<file path="config.mk">
export PLATFORM = sky130hd
export DESIGN_NAME = vx_elastic_pipe
export DESIGN_NICKNAME = d
export VERILOG_FILES = /design/src/rtl/vx_elastic_pipe.sv
export SDC_FILE = /design/constraint.sdc
export NUM_CORES = 1
export LEC_CHECK = 0
export ABC_CLOCK_PERIOD_IN_PS = 1150
export CAP_MARGIN = 15
export CORE_AREA = 5 5 42 44
export CTS_BUF_LIST = sky130_fd_sc_hd__clkbuf_4 sky130_fd_sc_hd__clkbuf_8
export CTS_CLUSTER_DIAMETER = 100
export DETAILED_ROUTE_END_ITERATION = 7
export DIE_AREA = 0 0 47 49
export GPL_TIMING_DRIVEN = 0
export PLACE_DENSITY = 0.46
export RECOVER_POWER = 25
export SYNTH_ARGS = -nofsm -noshare
export SYNTH_HDL_FRONTEND = slang
export SYNTH_SLANG_ARGS = --single-unit
</file>
<file path="constraint.sdc">
create_clock -name clk -period 1.15 [get_ports clk]
set_input_delay 0.115 -clock clk [delete_from_list [all_inputs] [get_ports clk]]
set_output_delay 0.115 -clock clk [all_outputs]
set_load 0.02 [all_outputs]
</file>
<file path="src/rtl/vx_elastic_pipe.sv">
// vx_elastic_pipe: a chain of DEPTH register stages with valid/ready handshaking.
// Each stage moves forward when the stage ahead of it is empty or is moving.
// Empty stages therefore close up while the output is stalled, so a stalled
// pipe still fills to DEPTH items. ready_in is combinational from ready_out;
// there is no skid buffer.

module vx_elastic_pipe #(
  parameter int DATAW = 1,
  parameter int DEPTH = 2
) (
  input  logic                       clk,
  input  logic                       reset,
  input  logic                       valid_in,
  output logic                       ready_in,
  input  logic [DATAW-1:0]           data_in,
  output logic                       valid_out,
  input  logic                       ready_out,
  output logic [DATAW-1:0]           data_out,
  output logic [$clog2(DEPTH+1)-1:0] count
);

  localparam int CNTW = $clog2(DEPTH+1);

  if (DEPTH < 1) begin : g_depth_check
    $error("vx_elastic_pipe: DEPTH must be at least 1");
  end

  logic [DEPTH-1:0] valid_q;
  logic [DEPTH-1:0] valid_d;
  logic [DATAW-1:0] data_q [DEPTH];
  logic [DATAW-1:0] data_d [DEPTH];
  logic [DEPTH-1:0] full_from;
  logic [DEPTH-1:0] advance;
  logic [CNTW-1:0]  count_q;
  logic             fire_in;
  logic             fire_out;

  // Per-stage advance. A stage moves when ready_out is high or when it or some
  // stage downstream of it is empty. This is the flattened form of the rule
  // "advance if empty or if the next stage advances", and it has no
  // combinational loop through the advance vector.
  for (genvar i = 0; i < DEPTH; i++) begin : g_stage
    assign full_from[i] = &valid_q[DEPTH-1:i];
    assign advance[i]   = ready_out | ~full_from[i];

    if (i == 0) begin : g_head
      assign valid_d[i] = valid_in;
      assign data_d[i]  = data_in;
    end else begin : g_body
      assign valid_d[i] = valid_q[i-1];
      assign data_d[i]  = data_q[i-1];
    end

    // Payload register for this stage: it loads when the stage advances and holds otherwise.
    // NOTE: datapath registers have no reset; the valid bits alone decide whether the contents mean anything.
    always_ff @(posedge clk) begin
      if (advance[i]) begin
        data_q[i] <= data_d[i];
      end
    end
  end

  // Valid bit per stage: reset clears it asynchronously, and it follows the stage behind it when the stage advances.
  // NOTE: state is updated with non-blocking assignments, so every stage samples its predecessor's pre-edge value.
  always_ff @(posedge clk or posedge reset) begin
    if (reset) begin
      valid_q <= '0;
    end else begin
      for (int i = 0; i < DEPTH; i++) begin
        if (advance[i]) begin
          valid_q[i] <= valid_d[i];
        end
      end
    end
  end

  // Occupancy counter: +1 on accept only, -1 on emit only, hold otherwise.
  always_ff @(posedge clk or posedge reset) begin
    if (reset) begin
      count_q <= '0;
    end else begin
      case ({fire_in, fire_out})
        2'b10:   count_q <= count_q + CNTW'(1);
        2'b01:   count_q <= count_q - CNTW'(1);
        default: count_q <= count_q;
      endcase
    end
  end

  assign ready_in  = advance[0] & ~reset;
  assign valid_out = valid_q[DEPTH-1];
  assign data_out  = data_q[DEPTH-1];
  assign fire_in   = valid_in & ready_in;
  assign fire_out  = valid_out & ready_out;
  assign count     = count_q;

endmodule
</file>
== After elaboration in Yosys (flattened, before gate mapping) ==
Memory sizes are Yosys's and may differ from the RTL's.
Index checks and enable logic that the tools add are counted.

* Add/subtract/negate cells: 2
* Bitwise logic cells: 8
* Equality and inequality tests: 2
* Muxes and demuxes: 5
* Reduce and logical (&&, ||, !) cells: 2

{| class="wikitable"
|+ Operator list
! operator !! count
|-
| $mux 1 || 4
|-
| $pmux 2 s2 || 1
|-
| $and 1x1->1 || 3
|-
| $not 1->1 || 3
|-
| $add 2x1->2 const B || 1
|-
| $eq 2x1->1 const B || 1
|-
| $eq 2x2->1 const B || 1
|-
| $or 1x1->1 || 2
|-
| $reduce_and 2->1 || 1
|-
| $reduce_bool 2->1 || 1
|-
| $sub 2x1->2 const B || 1
|}

* Word-level logic and storage cells: 23
* Register bits: 4
* Memories kept: 1
* Memory bits (writable): 2

{| class="wikitable"
|+ Memories
! memory !! words !! width !! rd ports !! clocked after Yosys merged registers in !! wr ports !! line !! RTL
|-
| data_q || 2 || 1 || 2 || 0 || 2 || 30 || <nowiki>logic [DATAW-1:0] data_q [DEPTH];</nowiki>
|}

== Logic depth before layout (Yosys ltp) ==
* Word-level depth: 7
* Gate-level depth with buffers: 7
* Mapped depth without buffers: 7

== Worst setup path after synthesis ==
No wires, ideal clock.

* Path kind: register to register
* Start point: register valid_q[1]
* End point: register count_q[1], in the netlist count[1]
* Cell stages (with the launch flop): 7
* Clock period less this slack: 1578 ps
* Path slack: -428 ps
* Arrival: 1499 ps
* Library setup time: 79 ps
* Cell sequence: dfrtp_1 nand3b_1 and2_1 nand2_1 ha_1 nor2_1 xor2_1

* Word-level cells in the longest chain between the ends: 7
* Elaborated cells on any way between the ends: 10
* Classes of those cells: eq/ne (2); mux (1); bitwise (5); reduce/logical (2)

{| class="wikitable"
|+ Ends and longest elaborated chain
! what !! line !! RTL
|-
| start, declared || 28 || <nowiki>logic [DEPTH-1:0] valid_q;</nowiki>
|-
| start signal, assigned by index || 71 || <nowiki>valid_q[i] <= valid_d[i];</nowiki>
|-
| $reduce_and 2->1 (*) || 43 || <nowiki>assign full_from[i] = &valid_q[DEPTH-1:i];</nowiki>
|-
| $not 1->1 (*) || 44 || <nowiki>assign advance[i] = ready_out | ~full_from[i];</nowiki>
|-
| $or 1x1->1 (*) || 44 ||
|-
| $and 1x1->1 (*) || 90 || <nowiki>assign ready_in = advance[0] & ~reset;</nowiki>
|-
| named net ready_in || 14 || <nowiki>output logic ready_in,</nowiki>
|-
| $and 1x1->1 (*) || 93 || <nowiki>assign fire_in = valid_in & ready_in;</nowiki>
|-
| $eq 2x1->1 or $eq 2x2->1 (tied branches) || 82 || <nowiki>case ({fire_in, fire_out})</nowiki>
|-
| $pmux 2 s2 or $reduce_bool 2->1 (tied branches) || n/a ||
|-
| end signal, assigned || 83 || <nowiki>2'b10: count_q <= count_q + CNTW'(1);</nowiki>
|-
| end signal, assigned || 84 || <nowiki>2'b01: count_q <= count_q - CNTW'(1);</nowiki>
|-
| end signal, assigned || 85 || <nowiki>default: count_q <= count_q;</nowiki>
|-
| end, declared || 34 || <nowiki>logic [CNTW-1:0] count_q;</nowiki>
|}

The timed path passes the listed nets; every way through them passes the cells marked *.
A chain may end at the register's enable or synchronous reset.

== Final worst setup path ==
* Start point: register valid_q[1]
* End point: register count_q[1], in the netlist count[1]

* Word-level cells in the longest chain between the ends: 7
* Elaborated cells on any way between the ends: 10
* Classes of those cells: eq/ne (2); mux (1); bitwise (5); reduce/logical (2)

{| class="wikitable"
|+ Ends and longest elaborated chain
! what !! line
|-
| $reduce_and 2->1 || 43
|-
| $not 1->1 || 44
|-
| $or 1x1->1 || 44
|-
| $and 1x1->1 || 90
|-
| $and 1x1->1 || 93
|-
| $eq 2x1->1 or $eq 2x2->1 (tied branches) || 82
|-
| $pmux 2 s2 or $reduce_bool 2->1 (tied branches) || n/a
|}

Parallel ways exist; a longest one is shown, timed or not.

==> impl_metrics.py <==
metrics = {
    "logic_synthesis": {
        "synth_area_per_cell_um2": 13.1,
        "synth_top_cell_by_area": "dfrtp_1",
        "yosysSeqAreaShare_pct": 64.3,
        "yosys.cell_types.count": 11,
        "ys_async_sr_fraction_pct": 66.7,
        "postSynth.topFlopCell": "dfrtp_1",
        "syn-cell-area_um2": 249,
        "yosys_warning_count": 0,
        "synth_edf_count": 2,
        "synth_top_cell_area_share_pct": 40.2,
        "synthTopCellsByCount": "dfrtp_1 (4), nand2b_1 (3), and2_1 (2), edfxtp_1 (2), xnor2_1 (2)",
        "instance_count_of_the_mapped_netlist": 19,
        "mappedNetlistNets": 25,
        "synthMostInstantiatedCell": "dfrtp_1",
        "biggest_area_contributors_in_the_synthesized_netlist": "dfrtp_1 (40%), edfxtp_1 (24%), nand2b_1 (7.5%), xnor2_1 (7.0%), and2_1 (5.0%)",
        "synth_seq_cells": 6,
    },
    "clock_network": {
        "tritoncts_clock_tree": "done",
        "clkSinkCount": 6,
        "htree_levels": 1,
        "cts_made_buffers": 3,
        "worstSkewPairLatency_ns": 0.24,
        "cts-root-buf": "clkbuf_4",
        "clk_transition_reported_paths_ns": 0.04,
        "cts.hold.buffers_added": 0,
        "clock_path_buffers": 2,
    },
    "sta": {
        "number_of_max_slew_violations_in_the_final_report": 0,
        "worst_margin_pin_slew_ns": 0.220,
        "hold_slack_ns": 0.0673,
        "final.setup.tns_ns": -0.326,
        "max_clock_freq_mhz": 751,
        "period_share_pct": 116,
        "max-slew-margin-rel_pct": 85.4,
        "layout_setup_ws_ns": -0.181,
        "final.setup_skew_ns": 0.000125,
        "setup_repair_after_global_routing_missed_its_margin": "true",
        "post_route_minimum_period_ns": 1.33,
        "timing.final.hold_violations": 0,
        "setup_viol_count_final": 3,
    },
    "setup_path": {
        "critical_path_arrival_ns": 1.50,
        "timing.setup.critical_path_class": "flip-flop to flip-flop",
        "worst_path_dominant_cell_family": "simple AND/OR/NAND/NOR gates",
        "cp_num_cells": 7,
        "buffers_inverters_on_critical_path": 0,
        "worst_ep_required_time_ns": 1.31,
        "r2r_cell_count": 7,
        "timing.critical_path.from_type": "flip-flop",
        "critical_path.cell_chain": "nand3b_1 > and2_4 > nand2_4 > ha_4 > xnor2_1 > nor2_1 > xor2_1",
        "r2r-start": "valid_q[1]",
        "timing.critical_path.slowest_stage_cell": "dfrtp_2",
        "endpoint_kind": "flip-flop",
        "cp_slowest_stage_delay_ns": 0.41,
        "rr_endpoint": "count[1]",
        "reg2reg_setup_slack_ns": -0.18,
        "worst-path-max-fanout": 3,
    },
    "power": {
        "p_sw_share_pct": 29.7,
        "intPower_mw": 0.560,
        "clock_power_share_pct": 28.8,
        "pwr-share-seq_pct": 38.8,
        "peakVddDrop_mv": 0.852,
        "fraction_of_power_consumed_by_combinational_cells_pct": 32.4,
        "power_density_mw_per_mm2": 1770,
        "power_leakage_nw": 0.199,
        "power.net_switching_mw": 0.236,
    },
    "placed_design": {
        "io_buffer_count": 9,
        "dpl.hpwl_um": 429,
        "routabilityCongestion": 0.621,
    },
    "run": {
        "max-cap-violations": 0,
    },
    "detailed_routing": {
        "dr_total_vias": 198,
        "drt_iter0_markers": 2,
        "drc": 0,
        "postRouteWirelength_um": 612,
        "routed_via_density": 3.74,
        "wl_per_cell_um": 11.5,
        "dr.pass1.iters": 2,
        "ant_nets": 0,
    },
    "grt": {
        "grt_overflow": 0,
        "number_of_antenna_violations_at_the_first_check_in_global_routing": 0,
        "grt_pass1_wl_um": 1000,
        "grt_start_max_net_pins": 6,
        "number_of_global_route_vias_before_repair": 221,
        "grt_usage_pct": 6.79,
    },
    "cells_and_area": {
        "proportion_of_layout_cells_with_a_drive_suffix_above_1_pct": 40.5,
        "area.growth.synth_to_final_pct": 80.4,
        "antennaDiodeCount": 0,
        "fin_nets": 44,
    },
    "floorplan": {
        "floorplan.die.height_um": 49,
        "start_util_pct": 17.8,
        "num_rows": 14,
        "die-area_mm2": 0.00230,
        "chipWidth_um": 47,
        "std_cell_core_area_mm2": 0.00140,
        "ios": 10,
    },
    "run_status": {
        "run_status": "complete, but fails checks",
        "failing_checks": "negative setup slack",
    },
    "hold_path": {
        "worst_hold_path_type": "primary input to async pin",
    },
}
## worst register-to-register path: cells and delay by family, from the launching register on
family	cells	cell delay, ns
and+or+nand+nor	4	0.44
DFF	1	0.41
xor gates and xnor gates	2	0.26
adders and majority gates	1	0.15
## sequential cells by signal (all words and copies together) (netlist names)
register / flops
count: 2
data_q: 2
valid_q: 2
## kinds of logic (layout without fill, tap and decap cells)
kind of cell	after synthesis	in the layout	share of synthesized area (%)
adders and majority gates	1	1	5.02
DFF	6	6	64.3
and+or+nand+nor	8	8	18.6
buffers and inverters	1	19	1.51
xor gates and xnor gates	3	3	10.6
## stage by stage
stage               power [mW]  setup WS [ns]  util, %  cell area [um^2]  cells
floorplan                0.458         -0.280        -               273     19
global placement         0.579         -0.523     27.3               383     44
detailed placement       0.581         -0.520     27.3               383     44
CTS                      0.815         -0.187     31.9               447     53
global route             0.856         -0.263     32.1               449     53
finish                   0.797         -0.181     32.1               449     53
## cell usage in the layout (no fill, tap or decap), drive strengths merged
| cell type | n |
|---|---|
| nand2 | 1 |
| inv | 1 |
| nor2 | 1 |
| dfrtp | 4 |
| clkdlybuf4s50 | 3 |
| ha | 1 |
| dlygate4sd2 | 4 |
| nand2b | 3 |
| clkbuf | 4 |
| edfxtp | 2 |
| and2 | 2 |
| buf | 7 |
| nand3b | 1 |
| xnor2 | 2 |
| xor2 | 1 |
## repair_timing
item,CTS,global route
endpoints found under the hold margin,0,0
resized for setup,15,2
pin swaps,2,1
buffers inserted,5,1
setup endpoints to repair,7,4
gates cloned,0,0
## area by class of cell
type	instances	area [um^2]
clock buffer	4	30.0
fill	168	952
inverter	1	3.75
multi-input combinational	12	108
sequential	6	161
tap	16	20.0
timing repair buffer	14	126
## power groups by stage
| stage | sequential [mW] | clock [mW] | combinational (mW) |
|---|---|---|---|
| after floorplan | 0.364 | 0 | 0.0941 |
| after global placement | 0.313 | 0 | 0.266 |
| after detailed placement | 0.315 | 0 | 0.266 |
| after CTS | 0.311 | 0.244 | 0.259 |
| after global routing | 0.315 | 0.257 | 0.283 |
| final | 0.309 | 0.229 | 0.258 |
## how the worst max path moves through the flow
stage	startpoint	end	slack, ns
after global placement	ready_out	ready_in	-0.52
after global routing	valid_q[1]	count[1]	-0.26
after CTS	valid_q[1]	count[1]	-0.19
after detailed placement	ready_out	ready_in	-0.52
final	valid_q[1]	count[1]	-0.18
after floorplan	valid_q[1]	count[1]	-0.28
## routing by layer
metal	global-route usage, %	wire [um]
met1	5.58	231
met2	10.4	298
met4	4.15	0
met3	5.90	81
met5	0	0
No activity file was read; power rests on OpenSTA's default activity.
